<file path="config.mk">
export PLATFORM = sky130hd
export DESIGN_NAME = pipe_hazard_ctrl
export DESIGN_NICKNAME = d
export VERILOG_FILES = /design/src/rtl/pipe_hazard_ctrl.sv
export SDC_FILE = /design/constraint.sdc
export NUM_CORES = 1
export LEC_CHECK = 0
export ABC_CLOCK_PERIOD_IN_PS = 5600
export CORE_AREA = 3 3 121 123
export CTS_BUF_LIST = sky130_fd_sc_hd__clkbuf_16
export CTS_CLUSTER_SIZE = 20
export DETAILED_ROUTE_END_ITERATION = 12
export DIE_AREA = 0 0 124 126
export PLACE_DENSITY_LB_ADDON = 0.3
export SETUP_SLACK_MARGIN = 0.05
export SYNTH_ARGS = -nofsm -noshare
export SYNTH_HDL_FRONTEND = slang
export SYNTH_SLANG_ARGS = --single-unit
</file>
<file path="constraint.sdc">
create_clock -name clk -period 5.6 [get_ports clk]
set_clock_uncertainty 0.1 [all_clocks]
set_input_delay 0.84 -clock clk [delete_from_list [all_inputs] [get_ports clk]]
set_output_delay 0.84 -clock clk [all_outputs]
set_load 0.05 [all_outputs]
</file>
<file path="src/rtl/pipe_hazard_ctrl.sv">
// Hazard, forwarding and memory-wait controller for the 5-stage pipeline.
// Define PIPE_HAZARD_FWD_EN to enable operand forwarding; otherwise every RAW hazard stalls.
//
// state  | meaning
// S_IDLE | no load waiting on data memory
// S_WAIT | load in MEM waiting out its read latency, cnt = cycles left
module pipe_hazard_ctrl #(
   parameter int DATA_W  = 32,
   parameter int REG_AW  = 4,
   parameter int MEM_LAT = 1,
   parameter int CNT_W   = 16
) (
   input  logic              clk,
   input  logic              reset,
   input  logic              pipe_en,
   input  logic [REG_AW-1:0] id_rs0,
   input  logic [REG_AW-1:0] id_rs1,
   input  logic              id_rs0_used,
   input  logic              id_rs1_used,
   input  logic              id_branch_taken,
   input  logic [REG_AW-1:0] ex_rd,
   input  logic [REG_AW-1:0] mem_rd,
   input  logic [REG_AW-1:0] wb_rd,
   input  logic              ex_wen,
   input  logic              mem_wen,
   input  logic              wb_wen,
   input  logic              ex_is_load,
   input  logic              mem_is_load,
   input  logic [DATA_W-1:0] ex_result,
   input  logic [DATA_W-1:0] mem_result,
   input  logic [DATA_W-1:0] mem_rdata,
   input  logic [DATA_W-1:0] wb_data,
   input  logic [DATA_W-1:0] rf_rs0_data,
   input  logic [DATA_W-1:0] rf_rs1_data,
   output logic [DATA_W-1:0] op0,
   output logic [DATA_W-1:0] op1,
   output logic [1:0]        fwd_sel0,
   output logic [1:0]        fwd_sel1,
   output logic              stall_all,
   output logic              hold_front,
   output logic              bubble_ex,
   output logic              flush_if_id,
   output logic              mem_wait,
   output logic [CNT_W-1:0]  stall_cycles
);

   typedef enum logic {S_IDLE, S_WAIT} state_t;

   localparam logic [3:0] LAT_M1 = 4'(MEM_LAT - 1);

   state_t      state, state_nxt;
   logic [3:0]  cnt, cnt_nxt;
   logic        load_in_mem;
   logic        stall_raw;
   logic        hazard;
   logic        ex_hit0, mem_hit0, wb_hit0;
   logic        ex_hit1, mem_hit1, wb_hit1;
   logic [DATA_W-1:0] mem_fwd;

   assign load_in_mem = mem_is_load & mem_wen;
   assign stall_raw   = load_in_mem & ((state == S_IDLE) | (cnt != 4'd0));

   always_ff @(posedge clk or negedge reset) begin
      if (!reset) begin
         state <= S_IDLE;
         cnt   <= 4'd0;
      end else begin
         state <= state_nxt;
         cnt   <= cnt_nxt;
      end
   end

   always_comb begin
      state_nxt = state;
      cnt_nxt   = cnt;
      if (pipe_en) begin
         case (state)
            S_IDLE: begin
               if (load_in_mem) begin
                  state_nxt = S_WAIT;
                  cnt_nxt   = LAT_M1;
               end
            end
            S_WAIT: begin
               if (cnt != 4'd0) cnt_nxt = cnt - 4'd1;
               else             state_nxt = S_IDLE;
            end
            default: state_nxt = S_IDLE;
         endcase
      end
   end

   assign ex_hit0  = id_rs0_used & ex_wen  & (ex_rd  == id_rs0);
   assign mem_hit0 = id_rs0_used & mem_wen & (mem_rd == id_rs0);
   assign wb_hit0  = id_rs0_used & wb_wen  & (wb_rd  == id_rs0);
   assign ex_hit1  = id_rs1_used & ex_wen  & (ex_rd  == id_rs1);
   assign mem_hit1 = id_rs1_used & mem_wen & (mem_rd == id_rs1);
   assign wb_hit1  = id_rs1_used & wb_wen  & (wb_rd  == id_rs1);

   assign mem_fwd = mem_is_load ? mem_rdata : mem_result;

   // A load in EX has no data yet, so it is skipped for forwarding and stalls instead.
   always_comb begin
      fwd_sel0 = 2'd0;
      fwd_sel1 = 2'd0;
`ifdef PIPE_HAZARD_FWD_EN
      if (ex_hit0 & !ex_is_load) fwd_sel0 = 2'd1;
      else if (mem_hit0)         fwd_sel0 = 2'd2;
      else if (wb_hit0)          fwd_sel0 = 2'd3;
      if (ex_hit1 & !ex_is_load) fwd_sel1 = 2'd1;
      else if (mem_hit1)         fwd_sel1 = 2'd2;
      else if (wb_hit1)          fwd_sel1 = 2'd3;
      hazard = ex_is_load & (ex_hit0 | ex_hit1);
`else
      hazard = ex_hit0 | mem_hit0 | wb_hit0 | ex_hit1 | mem_hit1 | wb_hit1;
`endif
   end

   always_comb begin
      case (fwd_sel0)
         2'd1:    op0 = ex_result;
         2'd2:    op0 = mem_fwd;
         2'd3:    op0 = wb_data;
         default: op0 = rf_rs0_data;
      endcase
      case (fwd_sel1)
         2'd1:    op1 = ex_result;
         2'd2:    op1 = mem_fwd;
         2'd3:    op1 = wb_data;
         default: op1 = rf_rs1_data;
      endcase
   end

   assign stall_all   = reset & stall_raw;
   assign hold_front  = reset & !stall_raw & hazard;
   assign bubble_ex   = reset & !stall_raw & hazard;
   assign flush_if_id = reset & id_branch_taken & !stall_raw & !hazard;
   assign mem_wait    = (state == S_WAIT);

   always_ff @(posedge clk or negedge reset) begin
      if (!reset)
         stall_cycles <= '0;
      else if (pipe_en & (stall_all | hold_front) & (stall_cycles != {CNT_W{1'b1}}))
         stall_cycles <= stall_cycles + 1'b1;
   end

endmodule

</file>
Word-level counts from Yosys, hierarchy flattened --
Index checks and enable logic that the tools add are counted.
Operators by class: add/subtract/negate cells 2, reductions and logical operators 4, bitwise logic cells 30, muxes and demuxes 6, equality and inequality tests 9
Operators with widths (count):
- $eq 4x4->1 | 6
- $and 1x1->1 | 22
- $add 16x1->16 const B | 1
- $ne 16x16->1 const B | 1
- $mux 4 | 2
- $pmux 4 s2 | 1
- $or 1x1->1 | 7
- $reduce_bool 4->1 | 1
- $sub 4x1->4 const B | 1
- $reduce_and 3->1 | 1
- $logic_not 1->1 | 2
- $mux 1 | 2
- $ne 2x1->1 const B | 1
- $ne 2x2->1 const B | 1
- $pmux 1 s2 | 1
- $not 1->1 | 1
Word-level totals: input port bits 223, logic and storage cells 54, register bits after elaboration 21

Logic depth before layout (Yosys ltp) --
depth in word-level cells 11, depth in mapped cells 9, depth with buffers taken out 9

Worst setup path after synthesis --
OpenSTA, ideal clock, no wires.
kind input -> output, start point in id_rs0[0], end point out hold_front, stages 7, path slack 2.019 ns, required time 4.660 ns, buffers on the path 1, arrival time 2.641 ns, path through inv_1 > a222oi_1 > nor4b_1 > or4_4 > nor2_1 > nor2_1 > buf_4
Between the ends: word-level cells in the longest chain between the ends 8, elaborated cells on any way between the ends 12
Ends and longest elaborated chain:
- from (decl) | line 16 | input logic [REG_AW-1:0] id_rs0,
- $eq 4x4->1 (on tied branches) | line 93, 94
- $and 1x1->1 (on tied branches) | line 93, 94
- $or 1x1->1 | line 115 | hazard = ex_hit0 | mem_hit0 | wb_hit0 | ex_hit1 | mem_hit1 | wb_hit1;
- $or 1x1->1 (*) (4 in a row) | line 115
- $and 1x1->1 (*)
- to (decl) | line 40 | output logic hold_front,
Mark *: on every way between the ends. The rest lies on a longest branch, timed or not.

Worst setup path in the final report --
start point in id_rs1[2], end point out flush_if_id
Between the ends: word-level cells in the longest chain between the ends 7, elaborated cells on any way between the ends 11
Ends and longest elaborated chain:
- from (decl) | line 17 | input logic [REG_AW-1:0] id_rs1,
- $eq 4x4->1 | line 96 | assign ex_hit1 = id_rs1_used & ex_wen & (ex_rd == id_rs1);
- $and 1x1->1 | line 96
- $or 1x1->1 (2 in a row) | line 115
- $or 1x1->1 (*) | line 115
- $logic_not 1->1 (*) | line 137 | assign flush_if_id = reset & id_branch_taken & !stall_raw & !hazard;
- $and 1x1->1 (*) | line 137
- to (decl) | line 42 | output logic flush_if_id,
Marks and branches as above.

==> results.md <==
- Peak VDD IR: 99.1 uV
- Routed length per instance: 12.0 um
- WL final: 4690 um
- Syn Area/Cell: 8.59 sq um
- Synthesized cell area: 1910 sq um
- DR iter-0 viols: 61
- Non-filler instance count after layout: 391
- TritonCTS clock tree: built
- Final setup TNS: 0 ps
- Final period util: 0.788
- Post-route ant nets: 0
- Status: finished, final reports clean
- Dpl cells: 387
- Final setup vio count: 0
- Multi-input logic area: 846 sq um
- Vias in the first global route: 1,359
- Pre-CTS setup slack: 1160 ps
- Die Y: 126 um
- Sw Ratio: 0.403
- Cell count after synthesis: 222
- Worst Path Required: 4660 ps
- Post-CTS setup buffer count: 0
- Drt via density: 3.44
- Area of the core: 13,800 sq um
- CTS Buf Count: 3
- Initial Util: 0.139
- Die X: 124 um
- GRT overflow: 0
- #FFs+latches synth: 21
- Final #Nets: 437
- Root Driver: clkbuf_16
- Switching power total: 258 uW
- CP endpoint kind: output pin
- Sequential power share: 0.343
- Final instance area: 2210 sq um
- Power Density: 289 nW/um^2
- Post-route minimum period: 4410 ps
- Post-CTS Resized: 0
- Ant diodes: 0
- Layout cells sized above 1: 0.0379
- GRT Overall Usage: 0.0593
- Antenna violations before repair: 0
- H-tree Lvls: 1
- Row cnt: 43
- Number of port buffers: 50
- Placed cell area: 2130 sq um
- Pleak: 0.000894 uW
- Startpoint Class: input pin
- Fmax: 227 MHz
- Slew Limit Headroom: 0.554
- Fill cells: 1,591
- Clk_lat worst skew: 260 ps
- # IOs: 312
- DR pass1 iterations: 6
- First-pass GRT wire length: 7400 um
- P&R area growth vs syn: 16.0%
- Crit path max fanout: 3
- Max-slew violation count: 0
- Hold Buf Count CTS: 0
- Setup ws final: 1190 ps
- Clock-pin slew on the worst setup and hold paths: 50 ps
- Max Cap Violations: 0
- RSZ-0062 raised after global routing: no
- Comb power frac: 0.418
- Die ar.: 15,600 sq um
- Final Hold Viols: 0
- # clock sinks: 21
- Worst-Margin Slew: 658 ps
- Dpl hpwl: 3850 um
- Synth cell types: 31
- Int Pwr: 382 uW
- CP Data Arrival Time: 3470 ps
- Crit Path Category: in -> out
- Drt drc: 0
- Synth warnings: 0
- Tot Pwr: 640 uW
- Clock network fraction of total power: 0.238
- Clock buffer depth: 2
- Placer Congestion: 0.766
- Worst min path class: reg -> reg
- Sequential Area: 526 sq um
- Largest net degree at the start of global routing: 27
- Vias: 1,345
- Sequential area share after synthesis: 0.275
-- synthesized netlist by cell type (all sizes together) --
| cell | instances | area (sq um) |
|---|---|---|
| a222oi | 1 | 10.0 |
| a311o | 1 | 10.0 |
| and2 | 1 | 6.26 |
| and3 | 4 | 25.0 |
| and4 | 2 | 17.5 |
| buf | 69 | 518 |
| conb | 1 | 3.75 |
| dfrtp | 21 | 526 |
| ha | 2 | 25.0 |
| inv | 8 | 30.0 |
| mux2 | 1 | 15.0 |
| nand2 | 15 | 56.3 |
| nand2b | 1 | 6.26 |
| nand3 | 11 | 55.1 |
| nand4 | 4 | 25.0 |
| nor2 | 9 | 36.3 |
| nor3 | 7 | 35.0 |
| nor3b | 2 | 15.0 |
| nor4 | 10 | 62.6 |
| nor4b | 1 | 8.76 |
| o211ai | 1 | 7.51 |
| o21ai | 8 | 51.3 |
| o22ai | 1 | 6.26 |
| o311ai | 1 | 8.76 |
| o31ai | 2 | 15.0 |
| or3 | 1 | 6.26 |
| or4 | 1 | 11.3 |
| xnor2 | 8 | 70.1 |
| xor2 | 28 | 245 |
-- cells in the final DEF (no fill, tap or decap) --
cell type | Yosys | final
a311o_1 | 1 | 1
nor4_1 | 10 | 10
nand2b_1 | 1 | 1
nor4b_1 | 1 | 1
and3_1 | 4 | 4
mux2_4 | 1 | 1
a222oi_1 | 1 | 1
and4_1 | 2 | 2
nor3b_1 | 2 | 2
ha_1 | 2 | 2
o21ai_0 | 7 | 7
o22ai_1 | 1 | 1
o31ai_1 | 2 | 2
o311ai_1 | 1 | 1
clkbuf_16 | 0 | 3
conb_1 | 1 | 4
dfrtp_1 | 21 | 21
o21ai_4 | 1 | 1
nand4_1 | 4 | 4
nor2_1 | 8 | 8
clkdlybuf4s50_1 | 0 | 50
nand3_1 | 11 | 11
inv_1 | 8 | 9
nor3_1 | 7 | 7
nor2_2 | 1 | 1
or3_1 | 1 | 1
o211ai_1 | 1 | 1
nand2_1 | 15 | 15
or4_4 | 1 | 1
and2_1 | 1 | 1
buf_4 | 69 | 1
xnor2_1 | 8 | 8
xor2_1 | 28 | 28
-- power by group through the flow --
| stage | registers [uW] | clock network (uW) | logic, uW |
|---|---|---|---|
| 6_report | 220 | 153 | 268 |
| 5_1_grt | 227 | 164 | 295 |
| 4_1_cts | 220 | 157 | 272 |
| 3_5_place_dp | 222 | 0 | 271 |
| 3_3_place_gp | 221 | 0 | 270 |
| 2_1_floorplan | 281 | 0 | 233 |
-- layout make-up --
type / instances / share of cell area
multi-input cells: 127 / 0.382
flip-flops and latches: 21 / 0.237
repair buffers: 51 / 0.230
well taps: 180 / 0.102
clock buffers: 3 / 0.0339
inverters: 8 / 0.0136
clock inverters: 1 / 0.00170
-- metrics by stage --
step                utilization  hold slack, ps
finish                    0.161             390
global route              0.161             423
CTS                       0.161             392
detailed placement        0.155             384
global placement          0.155             382
floorplan                     -             352
-- worst paths after layout --
kind / start / endpoint / slack [ps] / cells after the start
setup reg to reg: cnt[0] / stall_cycles[1] / 3160 / 9
hold reg to reg: stall_cycles[6] / stall_cycles[6] / 390 / 1
max in group asynchronous: reset / mem_wait / 4300 / 2
hold / removal: stall_cycles[6] / stall_cycles[6] / 390 / 1
min in group asynchronous: reset / stall_cycles[9] / 850 / 2
setup / recovery: id_rs1[2] / flush_if_id / 1190 / 8
-- state kept, by name, summed over array words and instances (netlist names) --
register and flops:
mem_wait 1, stall_cycles 16, cnt 4
-- critical path, cell delays in order --
cell and delay (ps):
clkdlybuf4s50_1 490, xnor2_1 160, nand3_1 120, nor4_1 70, or4_4 580, nor2_1 210
and4_1 220, clkdlybuf4s50_1 800
-- routing by layer --
layer | wire length (um) | GRT usage | up-vias | share of wire
li1 | - | - | 658 | -
met1 | 2020 | 0.0764 | 605 | 0.43
met2 | 2050 | 0.0885 | 62 | 0.44
met3 | 471 | 0.0171 | 20 | 0.10
met4 | 143 | 0.0322 | 0 | 0.031
met5 | 0 | 0 | - | 0
-- kinds of logic (layout without fill, tap and decap cells) --
logic type / count (synthesis) / after routing / synth area share
multiplexers: 1 / 1 / 0.00787
AND/OR/NAND/NOR: 69 / 69 / 0.192
AO/OA/AOI/OAI: 15 / 15 / 0.0571
other: 1 / 4 / 0.00197
XOR/XNOR: 36 / 36 / 0.165
flip-flops: 21 / 21 / 0.275
adder cells (fa/ha/maj): 2 / 2 / 0.0131
buffers and inverters: 77 / 63 / 0.287
Power figures use the tool's default switching activity.
